<file path="src/rtl/ieee_mult_arb_pkg.sv">
// Shared types and helpers for the shared-multiplier arbiter.
//   id_t / tag_t : requester index and {valid, id} tracking tag, sized for the
//                  default four-requester configuration.
//   rr_next      : round-robin successor of a pointer, wrapping at num_req.
package ieee_mult_arb_pkg;

  localparam int NumReqDefault = 4;
  localparam int IdWidth       = $clog2(NumReqDefault);

  typedef logic [IdWidth-1:0] id_t;

  typedef struct packed {
    logic valid;
    id_t  id;
  } tag_t;

  function automatic int rr_next(input int ptr, input int num_req);
    return (ptr + 1 >= num_req) ? 0 : ptr + 1;
  endfunction

endpackage

</file>
<file path="src/rtl/IEEEMult.sv">
// Pipelined IEEE 754 single-precision multiplier with a fixed latency.
// Round-to-nearest-even; subnormal inputs and underflowing results flush to a
// signed zero; overflow saturates to infinity; invalid operations give qNaN.
//   clk_i    : clock
//   rst_ni   : synchronous active-low clear of the result pipeline
//   a_i, b_i : operands
//   result_o : product, Latency cycles after the operands
module IEEEMult #(
  parameter int DataWidth = 32,
  parameter int Latency   = 1
) (
  input  logic                 clk_i,
  input  logic                 rst_ni,
  input  logic [DataWidth-1:0] a_i,
  input  logic [DataWidth-1:0] b_i,
  output logic [DataWidth-1:0] result_o
);

  localparam int ExpW = 8;
  localparam int ManW = 23;
  localparam int Bias = 127;
  localparam int ExpMax = (1 << ExpW) - 1;

  logic [DataWidth-1:0] prod_c;
  logic [DataWidth-1:0] pipe_q [Latency];

  always_comb begin
    logic              sign, a_zero, b_zero, a_inf, b_inf, a_nan, b_nan;
    logic [ExpW-1:0]   ea, eb;
    logic [2*ManW+1:0] p;
    logic [ManW-1:0]   frac;
    logic [ManW:0]     frac_r;
    logic              guard, sticky, rnd;
    int                e;

    sign   = a_i[DataWidth-1] ^ b_i[DataWidth-1];
    ea     = a_i[DataWidth-2 -: ExpW];
    eb     = b_i[DataWidth-2 -: ExpW];
    a_zero = (ea == '0);
    b_zero = (eb == '0);
    a_inf  = (ea == '1) && (a_i[ManW-1:0] == '0);
    b_inf  = (eb == '1) && (b_i[ManW-1:0] == '0);
    a_nan  = (ea == '1) && (a_i[ManW-1:0] != '0);
    b_nan  = (eb == '1) && (b_i[ManW-1:0] != '0);

    p = {{(ManW+1){1'b0}}, 1'b1, a_i[ManW-1:0]} * {{(ManW+1){1'b0}}, 1'b1, b_i[ManW-1:0]};
    e = int'(ea) + int'(eb) - Bias;

    // Product of two [1,2) significands lies in [1,4); normalise by one bit.
    if (p[2*ManW+1]) begin
      frac   = p[2*ManW -: ManW];
      guard  = p[ManW];
      sticky = |p[ManW-1:0];
      e      = e + 1;
    end else begin
      frac   = p[2*ManW-1 -: ManW];
      guard  = p[ManW-1];
      sticky = |p[ManW-2:0];
    end

    rnd    = guard & (sticky | frac[0]);
    frac_r = {1'b0, frac} + {{ManW{1'b0}}, rnd};
    // Rounding carried into 2.0: fraction bits are already zero.
    if (frac_r[ManW]) e = e + 1;

    if (a_nan || b_nan || (a_inf && b_zero) || (b_inf && a_zero)) begin
      prod_c = {1'b0, {ExpW{1'b1}}, 1'b1, {(ManW-1){1'b0}}};
    end else if (a_inf || b_inf || e >= ExpMax) begin
      prod_c = {sign, {ExpW{1'b1}}, {ManW{1'b0}}};
    end else if (a_zero || b_zero || e <= 0) begin
      prod_c = {sign, {(DataWidth-1){1'b0}}};
    end else begin
      prod_c = {sign, ExpW'(e), frac_r[ManW-1:0]};
    end
  end

  always_ff @(posedge clk_i) begin
    // NOTE: sequential state uses non-blocking assignments so every stage
    // samples the previous stage's value from before this clock edge.
    if (!rst_ni) begin
      for (int i = 0; i < Latency; i++) pipe_q[i] <= '0;
    end else begin
      pipe_q[0] <= prod_c;
      for (int i = 1; i < Latency; i++) pipe_q[i] <= pipe_q[i-1];
    end
  end

  assign result_o = pipe_q[Latency-1];

endmodule

</file>
<file path="src/rtl/rr_arbiter.sv">
// Round-robin arbiter: grants the first requester at or after ptr (with wrap).
//   req       : request vector
//   en        : when low no grant is produced
//   ptr       : highest-priority index for this cycle
//   grant     : one-hot grant (or zero)
//   grant_idx : encoded index of the granted requester (0 when no grant)
module rr_arbiter #(
  parameter  int NumReq  = 4,
  localparam int IdWidth = $clog2(NumReq)
) (
  input  logic [NumReq-1:0]  req,
  input  logic               en,
  input  logic [IdWidth-1:0] ptr,
  output logic [NumReq-1:0]  grant,
  output logic [IdWidth-1:0] grant_idx
);

  always_comb begin
    int   idx;
    logic found;
    // NOTE: every output gets a default before any conditional assignment so
    // no path leaves a value unassigned and no latch is inferred.
    grant     = '0;
    grant_idx = '0;
    found     = 1'b0;
    idx       = 0;
    for (int i = 0; i < NumReq; i++) begin
      idx = int'(ptr) + i;
      if (idx >= NumReq) idx = idx - NumReq;
      if (en && !found && req[IdWidth'(idx)]) begin
        found                  = 1'b1;
        grant[IdWidth'(idx)]   = 1'b1;
        grant_idx              = IdWidth'(idx);
      end
    end
  end

endmodule

</file>
<file path="src/rtl/ieee_mult_arbiter.sv">
// Shares one pipelined IEEEMult between NumReq requesters.
// A round-robin arbiter issues at most one operation per cycle, only while the
// number of outstanding operations (in flight + buffered) is below FifoDepth,
// so the result FIFO can never overflow. Results return in issue order on one
// tagged valid/ready channel.
//   clk_i, rst_i  : clock, synchronous active-high reset
//   req_valid_i   : per-requester operation valid
//   req_ready_o   : one-hot (or zero) accept, combinational from req_valid_i
//   req_a_i/b_i   : operands per requester
//   resp_valid_o  : result available at FIFO head
//   resp_ready_i  : consumer accepts result
//   resp_id_o     : index of the requester that issued the result
//   resp_result_o : IEEE product
//   busy_o        : any operation in flight or buffered
module ieee_mult_arbiter
  import ieee_mult_arb_pkg::*;
#(
  parameter  int DataWidth = 32,
  parameter  int Latency   = 1,
  parameter  int NumReq    = 4,
  parameter  int FifoDepth = Latency + 2,
  localparam int IdWidth   = $clog2(NumReq)
) (
  input  logic                             clk_i,
  input  logic                             rst_i,
  input  logic [NumReq-1:0]                req_valid_i,
  output logic [NumReq-1:0]                req_ready_o,
  input  logic [NumReq-1:0][DataWidth-1:0] req_a_i,
  input  logic [NumReq-1:0][DataWidth-1:0] req_b_i,
  output logic                             resp_valid_o,
  input  logic                             resp_ready_i,
  output logic [IdWidth-1:0]               resp_id_o,
  output logic [DataWidth-1:0]             resp_result_o,
  output logic                             busy_o
);

  localparam int CntW = $clog2(FifoDepth + 1);
  localparam int PtrW = (FifoDepth > 1) ? $clog2(FifoDepth) : 1;

  // Same layout as tag_t, but sized from this instance's NumReq.
  typedef struct packed {
    logic               valid;
    logic [IdWidth-1:0] id;
  } trk_t;

  logic [IdWidth-1:0]   rr_ptr_q;
  logic [CntW-1:0]      outstanding_q;
  logic                 credit, issue, pop, fifo_wr;
  logic [NumReq-1:0]    grant;
  logic [IdWidth-1:0]   grant_idx;
  logic [DataWidth-1:0] mult_a, mult_b, mult_result;
  trk_t                 trk_q [Latency];
  trk_t                 trk_out;
  logic [DataWidth-1:0] fifo_data_q [FifoDepth];
  logic [IdWidth-1:0]   fifo_id_q   [FifoDepth];
  logic [PtrW-1:0]      wr_ptr_q, rd_ptr_q;
  logic [CntW-1:0]      fifo_cnt_q;

  function automatic logic [PtrW-1:0] ptr_inc(input logic [PtrW-1:0] p);
    return (p == PtrW'(FifoDepth - 1)) ? '0 : p + 1'b1;
  endfunction

  // ---------------- issue ----------------
  assign credit = (outstanding_q < CntW'(FifoDepth));

  rr_arbiter #(.NumReq(NumReq)) u_arb (
    .req       (req_valid_i),
    .en        (credit && !rst_i),
    .ptr       (rr_ptr_q),
    .grant     (grant),
    .grant_idx (grant_idx)
  );

  assign issue       = |grant;
  assign req_ready_o = grant;

  // Idle operands are held at zero to keep the multiplier quiet.
  assign mult_a = issue ? req_a_i[grant_idx] : '0;
  assign mult_b = issue ? req_b_i[grant_idx] : '0;

  IEEEMult #(.DataWidth(DataWidth), .Latency(Latency)) u_mult (
    .clk_i    (clk_i),
    .rst_ni   (~rst_i),
    .a_i      (mult_a),
    .b_i      (mult_b),
    .result_o (mult_result)
  );

  // ---------------- tracking ----------------
  // trk_q[Latency-1] lines up with the multiplier output for the same op.
  always_ff @(posedge clk_i) begin
    if (rst_i) begin
      for (int i = 0; i < Latency; i++) trk_q[i] <= '0;
    end else begin
      trk_q[0] <= '{valid: issue, id: grant_idx};
      for (int i = 1; i < Latency; i++) trk_q[i] <= trk_q[i-1];
    end
  end

  assign trk_out = trk_q[Latency-1];
  assign fifo_wr = trk_out.valid;

  // ---------------- result FIFO ----------------
  assign resp_valid_o  = (fifo_cnt_q != '0);
  assign pop           = resp_valid_o && resp_ready_i;
  assign resp_id_o     = fifo_id_q[rd_ptr_q];
  assign resp_result_o = fifo_data_q[rd_ptr_q];

  // NOTE: the storage array is not reset; entries are only ever read after
  // being written, and the pointers/count that qualify them are reset.
  always_ff @(posedge clk_i) begin
    if (fifo_wr && !rst_i) begin
      fifo_data_q[wr_ptr_q] <= mult_result;
      fifo_id_q[wr_ptr_q]   <= trk_out.id;
    end
  end

  always_ff @(posedge clk_i) begin
    if (rst_i) begin
      wr_ptr_q   <= '0;
      rd_ptr_q   <= '0;
      fifo_cnt_q <= '0;
    end else begin
      if (fifo_wr) wr_ptr_q <= ptr_inc(wr_ptr_q);
      if (pop)     rd_ptr_q <= ptr_inc(rd_ptr_q);
      case ({fifo_wr, pop})
        2'b10:   fifo_cnt_q <= fifo_cnt_q + 1'b1;
        2'b01:   fifo_cnt_q <= fifo_cnt_q - 1'b1;
        default: fifo_cnt_q <= fifo_cnt_q;
      endcase
    end
  end

  // ---------------- credit and pointer ----------------
  always_ff @(posedge clk_i) begin
    if (rst_i) begin
      rr_ptr_q      <= '0;
      outstanding_q <= '0;
    end else begin
      if (issue) rr_ptr_q <= IdWidth'(rr_next(int'(grant_idx), NumReq));
      case ({issue, pop})
        2'b10:   outstanding_q <= outstanding_q + 1'b1;
        2'b01:   outstanding_q <= outstanding_q - 1'b1;
        default: outstanding_q <= outstanding_q;
      endcase
    end
  end

  assign busy_o = (outstanding_q != '0);

  // A write always finds a free slot because every in-flight op holds a credit.
  a_no_overflow: assert property (@(posedge clk_i) disable iff (rst_i)
    fifo_wr |-> (fifo_cnt_q < CntW'(FifoDepth)));

  a_credit_range: assert property (@(posedge clk_i) disable iff (rst_i)
    outstanding_q <= CntW'(FifoDepth));

endmodule

</file>
<file path="config.mk">
export PLATFORM = sky130hd
export DESIGN_NAME = ieee_mult_arbiter
export DESIGN_NICKNAME = d
export VERILOG_FILES = /design/src/rtl/ieee_mult_arb_pkg.sv /design/src/rtl/IEEEMult.sv /design/src/rtl/rr_arbiter.sv /design/src/rtl/ieee_mult_arbiter.sv
export SDC_FILE = /design/constraint.sdc
export NUM_CORES = 2
export LEC_CHECK = 0
export ABC_AREA = 1
export BUFFER_PORTS_ARGS = -buffer_cell sky130_fd_sc_hd__buf_2
export CAP_MARGIN = 15
export CORE_MARGIN = 2
export CORE_UTILIZATION = 60
export DETAILED_ROUTE_END_ITERATION = 8
export PLACE_DENSITY = 0.91
export SLEW_MARGIN = 40
export SYNTH_ARGS = -nofsm -noshare
export SYNTH_HDL_FRONTEND = slang
export SYNTH_SLANG_ARGS = --single-unit
</file>
<file path="constraint.sdc">
create_clock -name clk_i -period 16.8 [get_ports clk_i]
set_input_delay 3.36 -clock clk_i [delete_from_list [all_inputs] [get_ports clk_i]]
set_output_delay 3.36 -clock clk_i [all_outputs]
set_load 0.02 [all_outputs]
</file>
* Yosys cells after proc, flatten, opt, wreduce, memory -nomap -nowiden *
Memories as Yosys holds them, arrays and structs flattened. A register that Yosys moved wholly into a read port is not among the register bits.
Cells that the tools add are included.

cells by class
  add/subtract/negate cells = 19
  $mul = 1
  order comparisons = 17
  equality and inequality tests = 8
  muxes and demuxes = 67
  bitwise operators = 6
  reduce and logical (&&, ||, !) cells = 46

operators by type and width
  kind                                                                                   count
  32-bit 2-to-1 mux                                                                      8
  32-bit binary-select mux with 2-bit select                                             2
  32-bit by 2-bit adder with 32-bit output (second input constant)                       2
  31-bit 2-to-1 mux                                                                      2
  24-bit by 24-bit multiplier with 48-bit output                                         1
  23-bit zero test                                                                       2
  23-bit nonzero test                                                                    2
  32-bit by 9-bit greater-or-equal comparator with 1-bit output (second input constant)  1
  32-bit by 1-bit <= comparator with 1-bit output (second input constant)                1
  32-bit OR reduction                                                                    1
  32-bit by 8-bit subtractor with 32-bit output (second input constant)                  1
  2-bit 2-to-1 mux                                                                       15
  23-bit by 1-bit adder with 24-bit output                                               1
  1-bit 2-to-1 mux                                                                       24
  23-bit 2-to-1 mux                                                                      1
  23-bit OR reduction                                                                    1
  22-bit OR reduction                                                                    1
  1-bit logical AND                                                                      20
  8-bit equality test (second input constant)                                            2
  8-bit zero test                                                                        2
  2-bit by 4-bit < comparator with 1-bit output (second input constant)                  4
  4-bit 2-to-1 mux                                                                       4
  3-bit greater-or-equal comparator (second input constant)                              4
  4-bit OR                                                                               3
  other kinds (23)                                                                       59

word-level totals
  register bits after elaboration = 10
  bits in writable memories = 137
  output and inout port bits = 40
  logic and storage cells = 173
  memories kept = 4

memories
  name           words  bits a word  read ports  clocked after Yosys merged registers in  wr ports  line                     text
  fifo_data_q    3      32           1           1                                        1         ieee_mult_arbiter.sv:54  logic [DataWidth-1:0] fifo_data_q [FifoDepth];
  u_mult.pipe_q  1      32           1           0                                        1         IEEEMult.sv:25           logic [DataWidth-1:0] pipe_q [Latency];
  fifo_id_q      3      2            1           1                                        1         ieee_mult_arbiter.sv:55  logic [IdWidth-1:0] fifo_id_q [FifoDepth];
  trk_q          1      3            1           0                                        1         ieee_mult_arbiter.sv:52  trk_t trk_q [Latency];

* Logic depth before layout (Yosys ltp) *
  depth in word-level cells = 35
  gate-level depth with buffers = 69
  depth with buffers taken out = 64

* Hierarchy *
From an unflattened synthesis, not the netlist that was laid out.

unflattened totals
  cell total of the unflattened synthesis = 4,970
  area, all modules = 33,639.8 um2

modules (own cells, without submodules)
  module             times used  cells an instance  area each (um2)  sequential area each (um2)
  IEEEMult           1           3,843              25,924.9         640.6
  ieee_mult_arbiter  1           1,034              7,174.4          3,363.2
  rr_arbiter         1           93                 540.5            0.0

* Least setup slack after synthesis *
Ideal clock, no wire load.

  kind = input-to-reg
  start = in rst_i
  end = mem u_mult.pipe_q[0][13]
  setup time = 73 ps
  arrival = 12,846 ps
  slack = 3,881 ps
  stages on the path = 59
  path through = clkbuf_1 > a21oi_1 > nand2_2 > nor2_4 > nor2_4 > nand2_2 > nor2_1 > nor2_1 > o21ai_1 > nor2_1 > nand2_1 > buf_4 > buf_2 > nand2_1 > clkbuf_1 > buf_1 > nor2_1 > fa_1 > [... 23 more ...] > nand2_2 > ha_1 > nand3_1 > nor2_4 > nand2_1 > inv_2 > nand3_1 > inv_2 > nand2_1 > o21ai_1 > nand2_1 > nor2_1 > nand3_1 > nand2_1 > nand3_2 > buf_6 > buf_8 > nor3_4

RTL lines
  element                                                                                                 line                     text
  from (decl)                                                                                             ieee_mult_arbiter.sv:25  input logic rst_i,
  1-bit zero test *                                                                                       ieee_mult_arbiter.sv:68  .en (credit && !rst_i),
  1-bit logical AND *                                                                                     ieee_mult_arbiter.sv:68
  1-bit logical AND                                                                                       rr_arbiter.sv:30         if (en && !found && req[IdWidth'(idx)]) begin
  1-bit 2-to-1 mux                                                                                        rr_arbiter.sv:30
  1-bit zero test                                                                                         rr_arbiter.sv:30
  1-bit logical AND (2 in a row)                                                                          rr_arbiter.sv:30
  1-bit 2-to-1 mux                                                                                        rr_arbiter.sv:30
  1-bit zero test                                                                                         rr_arbiter.sv:30
  [... 3 more ...]                                                                                        -
  1-bit zero test                                                                                         rr_arbiter.sv:30
  1-bit logical AND (2 in a row)                                                                          rr_arbiter.sv:30
  4-bit 2-to-1 mux *                                                                                      rr_arbiter.sv:30
  via req_ready_o[1]                                                                                      ieee_mult_arbiter.sv:27  output logic [NumReq-1:0] req_ready_o,
  4-bit OR reduction *                                                                                    ieee_mult_arbiter.sv:74  assign issue = |grant;
  parallel branches: the longest is 12 deep, another holds 32-bit by 8-bit subtractor with 32-bit output  -
  32-bit 2-to-1 mux *                                                                                     IEEEMult.sv:66           if (a_nan || b_nan || (a_inf && b_zero) || (b_inf && a_zero)) begin
  32-bit 2-to-1 mux (no line) *                                                                           -
  to (decl)                                                                                               IEEEMult.sv:25

Mark *: on every way through the listed nets, which the timed path passes. The select of a mux whose other input is x is not followed.

* Worst setup path in the final report *
  start = in req_valid_i[0]
  end = mem u_mult.pipe_q[0][10]

between the ends
  longest elaborated chain between the ends = 33

ends and longest elaborated chain
  element                                                                                             line                     text
  from (decl)                                                                                         ieee_mult_arbiter.sv:26  input logic [NumReq-1:0] req_valid_i,
  parallel branches: the longest is 31 deep, another holds 1-bit binary-select mux with 2-bit select  -
  32-bit 2-to-1 mux *                                                                                 IEEEMult.sv:66
  32-bit 2-to-1 mux (no line) *                                                                       -

Every way passes the cells marked *. The select of a mux whose other input is x is not followed.

==> flow_summary.yaml <==
logic_synthesis:
  synth_ff_type: "edfxtp_1"
  syn-num-nets: 5355
  async_flop_share_pct: 0
  synth_top_area_share_pct: 30.6
  yosys.cell_count.top_type: "nand2_1"
  synth_seq_cells: 149
  syn_area_mm2: 0.0316
  ys_seq_area_share_pct: 12.7
  yosysUniqueCellTypes: 54
  synth_cells: 4412
  ys_top_cells_by_area: "fa_1 (31%), nand2_1 (15%), inv_1 (11%)"
  synth_edf_count: 102
  synth_area_per_cell_um2: 7.16
  netlist.top_cell.by_area: "fa_1"
  synthTopCellsByCount: "nand2_1 (1289), inv_1 (930), nor2_1 (514), fa_1 (483), ha_1 (197)"
  yosysWarnings: 0
clocking:
  clock_path_buffers: 2
  htreeDepth: 4
  tritoncts: "built"
  clkLatencyLatePin_ns: 0.45
  cts.sinks: 149
  cts_setup_buffers: 0
  clkSlewWorstSetupHoldPaths_ns: 0.08
  numCtsBuffers: 17
  cts_root_buf: "clkbuf_16"
floorplanning:
  die_area_mm2: 0.0545
  coreArea_mm2: 0.0523
  dieHeight_um: 233
  rows: 84
  chipWidth_um: 233
  ios: 303
  start_util_pct: 60.4
grt:
  grt_pass1_vias: 30700
  antenna_found_initial: 0
  grt_use_total_pct: 38.8
  grt_overflow: 0
  grt_max_degree: 81
  grt_pass1_wl_um: 161000
layout:
  nets: 5574
  drive_gt1_share_pct: 11.7
  final_core_util_pct: 65.3
  area_growth_pct: 8.16
sta:
  min_period_ns: 15.99
  rsz0062_at_grt: "no"
  slew_headroom_pct: 39.1
  worst_pin_slew_ns: 0.911
  maxSlewViolCount: 0
  max_freq_ghz: 0.0626
  hold_viol: 0
  fin_setup_tns_ns: 0
  skew_ns: 0.0176
  period_share_pct: 95.2
  setup_viol: 0
placed_design:
  place_hpwl_um: 81400
  port_buffers: 302
  routabilityCongestion: 1.08
worst_setup_path:
  cp-start-kind: "primary input"
  endpoint_kind: "flop"
  cpPeakStageDelay_ns: 0.80
  cp.arrival_ns: 16.31
  required_ns: 17.12
  crit_top_cell: "nand2_1"
  cp_slowest_cell: "nand2_1"
  cp_max_fo: 80
  critical_path_class: "in2reg"
routing:
  wl_um: 103000
  drc: 2
  dr.pass1.iters: 9
  post_drt_via_cell_ratio: 5.69
  vias: 30400
  wl_per_cell_um: 19.3
  ant_nets: 0
  drtIter0Drc: 3430
status:
  outcome: "complete, but fails checks"
  violations: "DRC"
min_path:
  hold_path_class: "reg2reg"
run:
  maxCapViolCount: 0
-- final cells by class --
type | instances | area [um2]
Multi-Input combinational cell | 3160 | 23200
Fill cell | 4326 | 18200
Sequential cell | 149 | 4000
Inverter | 957 | 3600
Timing Repair Buffer | 346 | 1840
Tap cell | 688 | 861
Clock buffer | 17 | 425
Clock inverter | 15 | 186
Antenna cell | 1 | 2.50
-- cell usage in the layout (no fill, tap or decap), types with 3 or more instances in the layout --
cell type and n:
ha_1 197, dfxtp_1 47, buf_2 302, inv_8 3
clkbuf_16 17, nor3_1 29, nand3_2 9, nand3_1 152
o211ai_1 66, nand4_2 3, o21ai_2 4, inv_6 4
xnor2_1 12, inv_2 21, nor3_2 10, nand4_1 41
nand2_1 1280, inv_1 926, xor2_1 35, buf_4 44
o21ai_1 19, o21ai_0 50, edfxtp_1 102, or2_1 5
clkinv_2 3, a21oi_1 116, nand2_4 5, o21bai_1 6
nand2_2 45, nor2_1 512, nor2_2 16, o211ai_2 7
a21oi_2 3, o22ai_1 3, fa_1 483, nor2_4 16
or2_2 16, clkinv_1 7, clkinv_8 4
-- logic make-up after synthesis --
kind of cell	count (synthesis)	share of synthesized area [%]
adders and majority gates	680	38.4
DFF	149	12.7
buffers and inverters	1103	13.9
xor gates and xnor gates	47	1.30
muxes	1	0.0317
and+or+nand+nor	2147	28.2
AOI/OAI and AO/OA	285	5.47
-- critical path, delay by kind of cell --
family	cells	cell delay, ns
AND/OR/NAND/NOR	30	5.23
adder cells (fa/ha/maj)	8	4.00
AO/OA/AOI/OAI	3	0.97
buffers and inverters	16	2.69
-- per-stage QoR --
stage / setup slack (ns) / cells / hold slack, ns / instance area (um2)
floorplan: 3.88 / 4412 / 0.414 / 31600
global placement: 1.04 / 5300 / 0.428 / 33500
detailed placement: 0.821 / 5300 / 0.431 / 33500
CTS: 1.14 / 5332 / 0.441 / 34100
global route: 0.170 / 5332 / 0.462 / 34200
finish: 0.814 / 5333 / 0.444 / 34200
-- registers in the layout, indices dropped and copies added, names as in the netlist, named ones only --
register,count
wr_ptr_q,2
fifo_id_q,6
rr_ptr_q,2
rd_ptr_q,2
trk_q,3
fifo_cnt_q,2
fifo_data_q,96
outstanding_q,2
u_mult.pipe_q,32
-- final timing paths --
| check | from | endpoint | slack [ns] | depth (start not counted) |
|---|---|---|---|---|
| worst max-delay path | req_valid_i[0] | u_mult.pipe_q[0][10] | 0.81 | 57 |
| worst min-delay path | u_mult.pipe_q[0][7] | fifo_data_q[1][7] | 0.44 | 0 |
| worst max register to register | rr_ptr_q[0] | u_mult.pipe_q[0][10] | 2.71 | 56 |
| worst min register to register | u_mult.pipe_q[0][7] | fifo_data_q[1][7] | 0.44 | 0 |
-- repair_timing --
item                                    CTS  global route
endpoints found under the setup margin    0             4
hold buffers                              0             0
gates resized for setup                   0             1
-- layer usage --
| layer | up-vias | wire length (um) | track usage [%] |
|---|---|---|---|
| met4 | 0 | 7740 | 24.3 |
| met3 | 521 | 15300 | 13.7 |
| met1 | 14100 | 36000 | 47.3 |
| met2 | 2092 | 43900 | 58.8 |
| li1 | 13600 | - | - |
| met5 | - | 0 | 0 |
Power is left out: the tool's default activity adds up to more than one toggle a clock period on the data nets, which glitch-free logic cannot reach.
